--- config.mk ---
export PLATFORM = sky130hd
export DESIGN_NAME = multicycle_control
export DESIGN_NICKNAME = d
export VERILOG_FILES = /design/src/rtl/mc_ctrl_pkg.sv /design/src/rtl/mc_ctrl_outdec.sv /design/src/rtl/multicycle_control.sv
export SDC_FILE = /design/constraint.sdc
export NUM_CORES = 1
export LEC_CHECK = 0
export ABC_AREA = 1
export CORE_UTILIZATION = 55
export CTS_BUF_LIST = sky130_fd_sc_hd__clkbuf_4 sky130_fd_sc_hd__clkbuf_8 sky130_fd_sc_hd__clkbuf_16
export CTS_CLUSTER_DIAMETER = 60
export CTS_CLUSTER_SIZE = 10
export DETAILED_ROUTE_END_ITERATION = 6
export GPL_TIMING_DRIVEN = 0
export PLACE_DENSITY = 0.86
export SETUP_SLACK_MARGIN = 0.05
export SLEW_MARGIN = 25
export SYNTH_ARGS = -nofsm -noshare
export SYNTH_HDL_FRONTEND = slang
export SYNTH_SLANG_ARGS = --single-unit
export TNS_END_PERCENT = 5
--- constraint.sdc ---
create_clock -name clk -period 2.04 [get_ports clk]
set_input_delay 0.306 -clock clk [delete_from_list [all_inputs] [get_ports clk]]
set_output_delay 0.306 -clock clk [all_outputs]
set_load 0.005 [all_outputs]
--- src/rtl/mc_ctrl_pkg.sv ---
`default_nettype none
// ============================================================================
// Module      : mc_ctrl_pkg
// Description : Shared types and encodings for the multicycle MIPS-subset
//               controller: FSM state enum, opcode constants, ALU/mux
//               select encodings and the retire-state helper.
// Revision    : 1.0 - initial release
// ============================================================================
package mc_ctrl_pkg;

  localparam int STATE_W = 4;

  // Encodings 14 and 15 are unused; the decoder treats them as TRAP and
  // the next-state logic sends them back to IDLE.
  typedef enum logic [STATE_W-1:0] {
    IDLE     = 4'd0,
    FETCH    = 4'd1,
    DECODE   = 4'd2,
    R_EXEC   = 4'd3,
    R_WB     = 4'd4,
    MEM_ADDR = 4'd5,
    MEM_RD   = 4'd6,
    MEM_WB   = 4'd7,
    MEM_WR   = 4'd8,
    BRANCH   = 4'd9,
    I_EXEC   = 4'd10,
    I_WB     = 4'd11,
    JUMP     = 4'd12,
    TRAP     = 4'd13
  } state_e;

  localparam logic [5:0] OP_RTYPE = 6'b000000;
  localparam logic [5:0] OP_LW    = 6'b100011;
  localparam logic [5:0] OP_SW    = 6'b101011;
  localparam logic [5:0] OP_BEQ   = 6'b000100;
  localparam logic [5:0] OP_ADDI  = 6'b001000;
  localparam logic [5:0] OP_J     = 6'b000010;

  localparam logic [1:0] ALUOP_ADD   = 2'b00;
  localparam logic [1:0] ALUOP_SUB   = 2'b01;
  localparam logic [1:0] ALUOP_FUNCT = 2'b10;

  localparam logic [1:0] ALUSRCB_B       = 2'b00;
  localparam logic [1:0] ALUSRCB_FOUR    = 2'b01;
  localparam logic [1:0] ALUSRCB_IMM     = 2'b10;
  localparam logic [1:0] ALUSRCB_IMM_SH2 = 2'b11;

  localparam logic [1:0] PCSRC_ALU    = 2'b00;
  localparam logic [1:0] PCSRC_ALUOUT = 2'b01;
  localparam logic [1:0] PCSRC_JUMP   = 2'b10;

  // States that always complete an instruction on the edge that leaves
  // them. MEM_WR retires only on its mem_ready cycle and is handled apart.
  function automatic logic is_retire_state(input state_e s);
    return (s == R_WB) || (s == MEM_WB) || (s == BRANCH) ||
           (s == I_WB) || (s == JUMP);
  endfunction

endpackage
`default_nettype wire

--- src/rtl/mc_ctrl_outdec.sv ---
`default_nettype none
// ============================================================================
// Module      : mc_ctrl_outdec
// Description : Combinational Moore decoder from FSM state to the datapath
//               control word. Only FETCH looks at mem_ready, to gate the IR
//               and PC loads on the cycle the instruction word arrives.
// Ports       : state_i      - current FSM state
//               mem_ready_i  - memory access completes this cycle
//               *_o          - datapath control strobes and selects
//               illegal_op_o - trap flag (held while the FSM sits in TRAP)
// Revision    : 1.0 - initial release
// ============================================================================
module mc_ctrl_outdec
  import mc_ctrl_pkg::*;
#(
  parameter int ALUOP_W = 2
) (
  input  logic [STATE_W-1:0] state_i,
  input  logic               mem_ready_i,
  output logic               pc_write_o,
  output logic               pc_write_cond_o,
  output logic               i_or_d_o,
  output logic               mem_read_o,
  output logic               mem_write_o,
  output logic               ir_write_o,
  output logic               mem_to_reg_o,
  output logic               reg_dst_o,
  output logic               reg_write_o,
  output logic               alu_src_a_o,
  output logic [1:0]         alu_src_b_o,
  output logic [ALUOP_W-1:0] alu_op_o,
  output logic [1:0]         pc_source_o,
  output logic               illegal_op_o
);

  always_comb begin
    pc_write_o      = 1'b0;
    pc_write_cond_o = 1'b0;
    i_or_d_o        = 1'b0;
    mem_read_o      = 1'b0;
    mem_write_o     = 1'b0;
    ir_write_o      = 1'b0;
    mem_to_reg_o    = 1'b0;
    reg_dst_o       = 1'b0;
    reg_write_o     = 1'b0;
    alu_src_a_o     = 1'b0;
    alu_src_b_o     = ALUSRCB_B;
    alu_op_o        = ALUOP_W'(ALUOP_ADD);
    pc_source_o     = PCSRC_ALU;
    illegal_op_o    = 1'b0;

    case (state_i)
      IDLE: begin
      end
      FETCH: begin
        // PC+4 is written back alongside the IR load, both only once
        // memory delivers the instruction.
        mem_read_o  = 1'b1;
        alu_src_b_o = ALUSRCB_FOUR;
        alu_op_o    = ALUOP_W'(ALUOP_ADD);
        pc_source_o = PCSRC_ALU;
        ir_write_o  = mem_ready_i;
        pc_write_o  = mem_ready_i;
      end
      DECODE: begin
        // Branch target precomputed into ALUOut while registers are read.
        alu_src_b_o = ALUSRCB_IMM_SH2;
        alu_op_o    = ALUOP_W'(ALUOP_ADD);
      end
      R_EXEC: begin
        alu_src_a_o = 1'b1;
        alu_src_b_o = ALUSRCB_B;
        alu_op_o    = ALUOP_W'(ALUOP_FUNCT);
      end
      R_WB: begin
        reg_dst_o   = 1'b1;
        reg_write_o = 1'b1;
      end
      MEM_ADDR, I_EXEC: begin
        alu_src_a_o = 1'b1;
        alu_src_b_o = ALUSRCB_IMM;
        alu_op_o    = ALUOP_W'(ALUOP_ADD);
      end
      MEM_RD: begin
        mem_read_o = 1'b1;
        i_or_d_o   = 1'b1;
      end
      MEM_WB: begin
        mem_to_reg_o = 1'b1;
        reg_write_o  = 1'b1;
      end
      MEM_WR: begin
        mem_write_o = 1'b1;
        i_or_d_o    = 1'b1;
      end
      BRANCH: begin
        alu_src_a_o     = 1'b1;
        alu_src_b_o     = ALUSRCB_B;
        alu_op_o        = ALUOP_W'(ALUOP_SUB);
        pc_write_cond_o = 1'b1;
        pc_source_o     = PCSRC_ALUOUT;
      end
      I_WB: begin
        reg_write_o = 1'b1;
      end
      JUMP: begin
        pc_write_o  = 1'b1;
        pc_source_o = PCSRC_JUMP;
      end
      default: begin
        // TRAP and any unused encoding: raise the trap flag, nothing else.
        illegal_op_o = 1'b1;
      end
    endcase
  end

endmodule
`default_nettype wire

--- src/rtl/multicycle_control.sv ---
`default_nettype none
// ============================================================================
// Module      : multicycle_control
// Description : Moore FSM controller for the shared-memory multicycle
//               MIPS-subset datapath (R-type, lw, sw, beq, addi, j).
//               Sequences FETCH / DECODE / EXEC-MEM / WB, stalls on
//               mem_ready, traps on illegal opcodes and counts retired
//               instructions.
// Ports       : clk, rst_n       - clock, async active-low reset
//               op_code          - IR[31:26]
//               mem_ready        - memory access completes this cycle
//               pc_write .. pc_source - datapath control word
//               illegal_op       - sticky trap flag
//               instr_retired    - retired-instruction counter (wraps)
// Revision    : 1.0 - initial release
// ============================================================================
module multicycle_control
  import mc_ctrl_pkg::*;
#(
  parameter int OPCODE_W = 6,
  parameter int ALUOP_W  = 2,
  parameter int CNT_W    = 32
) (
  input  logic                clk,
  input  logic                rst_n,
  input  logic [OPCODE_W-1:0] op_code,
  input  logic                mem_ready,
  output logic                pc_write,
  output logic                pc_write_cond,
  output logic                i_or_d,
  output logic                mem_read,
  output logic                mem_write,
  output logic                ir_write,
  output logic                mem_to_reg,
  output logic                reg_dst,
  output logic                reg_write,
  output logic                alu_src_a,
  output logic [1:0]          alu_src_b,
  output logic [ALUOP_W-1:0]  alu_op,
  output logic [1:0]          pc_source,
  output logic                illegal_op,
  output logic [CNT_W-1:0]    instr_retired
);

  state_e            state_q;
  state_e            state_d;
  logic [CNT_W-1:0]  cnt_q;
  logic [CNT_W-1:0]  cnt_d;
  logic              retire;

  // State register
  always_ff @(posedge clk or negedge rst_n) begin
    if (!rst_n) begin
      state_q <= IDLE;
    end else begin
      state_q <= state_d;
    end
  end

  // Next-state logic. op_code comes straight from IR, which only changes
  // in FETCH, so MEM_ADDR can look at it again to pick read or write.
  always_comb begin
    state_d = state_q;
    case (state_q)
      IDLE:     state_d = FETCH;
      FETCH:    if (mem_ready) state_d = DECODE;
      DECODE: begin
        if (op_code == OPCODE_W'(OP_RTYPE)) begin
          state_d = R_EXEC;
        end else if ((op_code == OPCODE_W'(OP_LW)) ||
                     (op_code == OPCODE_W'(OP_SW))) begin
          state_d = MEM_ADDR;
        end else if (op_code == OPCODE_W'(OP_BEQ)) begin
          state_d = BRANCH;
        end else if (op_code == OPCODE_W'(OP_ADDI)) begin
          state_d = I_EXEC;
        end else if (op_code == OPCODE_W'(OP_J)) begin
          state_d = JUMP;
        end else begin
          state_d = TRAP;
        end
      end
      R_EXEC:   state_d = R_WB;
      R_WB:     state_d = FETCH;
      MEM_ADDR: state_d = (op_code == OPCODE_W'(OP_SW)) ? MEM_WR : MEM_RD;
      MEM_RD:   if (mem_ready) state_d = MEM_WB;
      MEM_WB:   state_d = FETCH;
      MEM_WR:   if (mem_ready) state_d = FETCH;
      BRANCH:   state_d = FETCH;
      I_EXEC:   state_d = I_WB;
      I_WB:     state_d = FETCH;
      JUMP:     state_d = FETCH;
      TRAP:     state_d = TRAP;
      default:  state_d = IDLE;
    endcase
  end

  // Retirement counter: bumps on the edge that leaves a completing state.
  // TRAP never retires, so the count freezes there.
  assign retire = is_retire_state(state_q) || ((state_q == MEM_WR) && mem_ready);

  always_comb begin
    cnt_d = cnt_q;
    if (retire) begin
      cnt_d = cnt_q + CNT_W'(1);
    end
  end

  always_ff @(posedge clk or negedge rst_n) begin
    if (!rst_n) begin
      cnt_q <= '0;
    end else begin
      cnt_q <= cnt_d;
    end
  end

  assign instr_retired = cnt_q;

  // Output decode: pure function of the state (plus FETCH mem_ready gating),
  // so every strobe falls with the asynchronous reset of state_q.
  mc_ctrl_outdec #(
    .ALUOP_W (ALUOP_W)
  ) u_outdec (
    .state_i         (state_q),
    .mem_ready_i     (mem_ready),
    .pc_write_o      (pc_write),
    .pc_write_cond_o (pc_write_cond),
    .i_or_d_o        (i_or_d),
    .mem_read_o      (mem_read),
    .mem_write_o     (mem_write),
    .ir_write_o      (ir_write),
    .mem_to_reg_o    (mem_to_reg),
    .reg_dst_o       (reg_dst),
    .reg_write_o     (reg_write),
    .alu_src_a_o     (alu_src_a),
    .alu_src_b_o     (alu_src_b),
    .alu_op_o        (alu_op),
    .pc_source_o     (pc_source),
    .illegal_op_o    (illegal_op)
  );

endmodule
`default_nettype wire

==> results.yml <==
die:
  initial_core_util_pct: 58.83
  rows: 24
  die_w_um: 71.42
  ios: 58
  die_h_um: 71.42
  coreArea_mm2: 0.004504
  die-area_mm2: 0.005100
clock_network:
  ctsHtreeMaxLevel: 2
  cts_tree: "yes"
  clock_sinks: 36
  clkTransAtPathRegs_ns: 0.08
  clockBufferDepth: 2
  numCtsBuffers: 5
  clk_latency_ns: 0.28
  clockRootBuffer: "clkbuf_8"
worst_hold_path:
  hold_class: "input pin to async pin"
global_routing:
  overflow: 0
  antenna_found_initial: 0
  grt_pass1_wl_mm: 12.52
  grt_use_total_pct: 31.56
  grt_start_max_net_pins: 31
  first_global_vias: 2768
setup_path:
  regToRegSetupSlack_ns: 0.31
  regToRegEndpoint: "instr_retired[30]"
  critical_path_class: "register to primary output"
  crit_fanout: 5
  startpoint_type: "register"
  end_kind: "primary output"
  required_ns: 1.73
  worst-r2r-cell-count: 10
  critPathArrivalTime_ns: 1.75
  r2r_start: "instr_retired[0]"
synth:
  synth-compound-area-share_pct: 3.824
  synth_top_family_by_area: "simple AND/OR/NAND/NOR gates"
  synth.distinct_cells: 20
  ys_seq_area_share_pct: 33.99
  syn_area_mm2: 0.002650
  muxShareOfSynthArea_pct: 0
  avgSynthCellArea_um2: 5.915
  synth_seq_cells: 36
  synthesis.nets: 458
  synth-simple-area-share_pct: 47.73
  synthAdderAreaFrac_pct: 0.4721
  synthCells: 448
  yosys_warnings: 0
  synth_xor_area_share_pct: 3.966
timing:
  finalHoldViolations: 0
  max_slew.worst_pin.slew_ns: 0.3647
  layout_min_cycle_time_ns: 2.056
  fmax_mhz: 486.5
  slew_headroom_pct: 75.60
  rsz0062_at_grt: "true"
  fin_tns_setup_ns: -0.03538
  setup_viol_count_final: 4
  fin_crit_sh_pct: 100.8
  fin_skew_ns: 0.005945
  final.setup.worst_slack_ns: -0.01553
  slew_violations: 0
routing:
  vias: 3018
  drcViolationCount: 0
  drtIter0Drc: 202
  ant_nets: 0
  wl_mm: 7.983
  routed_via_density: 5.258
  wl_per_cell_um: 13.91
  drtPass1Iterations: 7
power_and_ir_drop:
  p_leak_nw: 1.730
  powerDensity_mw_per_mm2: 865.8
  peakVddDrop_mv: 0.9187
place:
  io_buffers: 57
  dp_hpwl_mm: 5.531
  routabilityCongestion: 0.9555
  placed_area_mm2: 0.003301
  dp.cells: 558
finish:
  diodes: 0
  drive_gt1_share_pct: 10.54
  final_area_mm2: 0.003557
  fin_cells: 574
  nets: 532
  synthToLayoutAreaGrowth_pct: 34.23
run_status:
  violations: "negative setup slack"
  outcome: "complete, but fails checks"
job:
  maxCapViolations: 0
flip-flops by register name, summed over array words and instances (netlist names):
signal,count
state_q,4
instr_retired,32
critical path, stage by stage, from the launching register on:
cell	delay, ns
dfrtp_2	0.49
nor2_4	0.19
nand2_2	0.10
inv_2	0.10
nor2_1	0.04
nand2_1	0.06
clkdlybuf4s50_1	0.49
per-layer routing:
metal	up-vias	GRT usage, %	wire [µm]
met1	1340	41.15	3398
met2	148	53.33	3728
met4	0	10.44	321
li1	1503	-	-
met5	-	0	0
met3	27	5.345	533
metrics by stage:
stage / hold WS, ns / setup slack [ns] / power (W) / util, %
2_1_floorplan: 0.01041 / 0.6168 / 0.001672 / -
5_1_grt: 0.4072 / -0.1180 / 0.003243 / 78.97
3_5_place_dp: 0.1562 / 0.1306 / 0.002238 / 73.28
4_1_cts: 0.3937 / 0.01133 / 0.002881 / 77.06
6_report: 0.3922 / -0.01553 / 0.003080 / 78.97
3_3_place_gp: 0.5172 / -0.1242 / 0.002205 / 72.94
area by class of cell:
class,count,area (µm²)
Buffer,8,66.31
Multi-Input combinational cell,351,1564
Clock buffer,7,96.34
Tap cell,52,65.06
Timing Repair Buffer,67,660.6
Inverter,53,201.4
Sequential cell,36,903.4
Fill cell,330,947.2
layout by cell type, fill, tap and decap left out, drive strengths merged:
| cell | synthesis | layout |
|---|---|---|
| inv | 53 | 53 |
| buf | 8 | 19 |
| dfrtp | 36 | 36 |
| xnor2 | 1 | 1 |
| nand4 | 3 | 3 |
| dlygate4sd3 | 0 | 1 |
| ha | 1 | 1 |
| o21ai | 17 | 17 |
| nand3 | 26 | 26 |
| nor2 | 87 | 87 |
| nor3 | 2 | 2 |
| clkbuf | 0 | 7 |
| clkdlybuf4s50 | 0 | 52 |
| nand2 | 201 | 201 |
| xor2 | 11 | 11 |
| o2111ai | 1 | 1 |
| o211ai | 1 | 1 |
| dlymetal6s2s | 0 | 3 |
report_power, final:
group / internal (W) / switching, W
sequential: 0.000799 / 0.000134
combinational: 0.000682 / 0.000909
clock: 0.000301 / 0.000255
total: 0.00178 / 0.00130
logic make-up (layout without fill, tap and decap cells):
family          Yosys count  in the layout
xor+xnor                 12             12
fa+ha+maj                 1              1
simple gates            319            319
buf+inv                  61            135
flops                    36             36
compound gates           19             19
synthesized netlist by cell type, drive strengths merged:
cell	number	share of area (%)
ha	1	0.47
buf	8	2.5
nand3	26	4.9
nand4	3	0.71
o2111ai	1	0.33
nor2	87	13
nor3	2	0.38
inv	53	7.5
nand2	201	29
xnor2	1	0.33
o21ai	17	3.2
dfrtp	36	34
o211ai	1	0.28
xor2	11	3.6
timing repair:
item	4_1_cts	5_1_grt
setup buffers	4	4
hold buffers	1	0
resized for setup	11	23
pin swaps	4	4
endpoints found under the hold margin	6	0
endpoints found under the setup margin	12	14
worst max-delay path by stage:
stage | start | end | slack [ns] | cells past startpoint
4_1_cts | state_q[0] | alu_src_b[1] | 0.01 | 6
2_1_floorplan | instr_retired[0] | instr_retired[30] | 0.62 | 10
3_3_place_gp | rst_n | instr_retired[31] | -0.12 | 1
5_1_grt | state_q[1] | alu_src_a | -0.12 | 6
6_report | state_q[2] | alu_src_a | -0.02 | 6
3_5_place_dp | state_q[2] | alu_src_b[1] | 0.13 | 6
(Power assumes the default switching activity.)
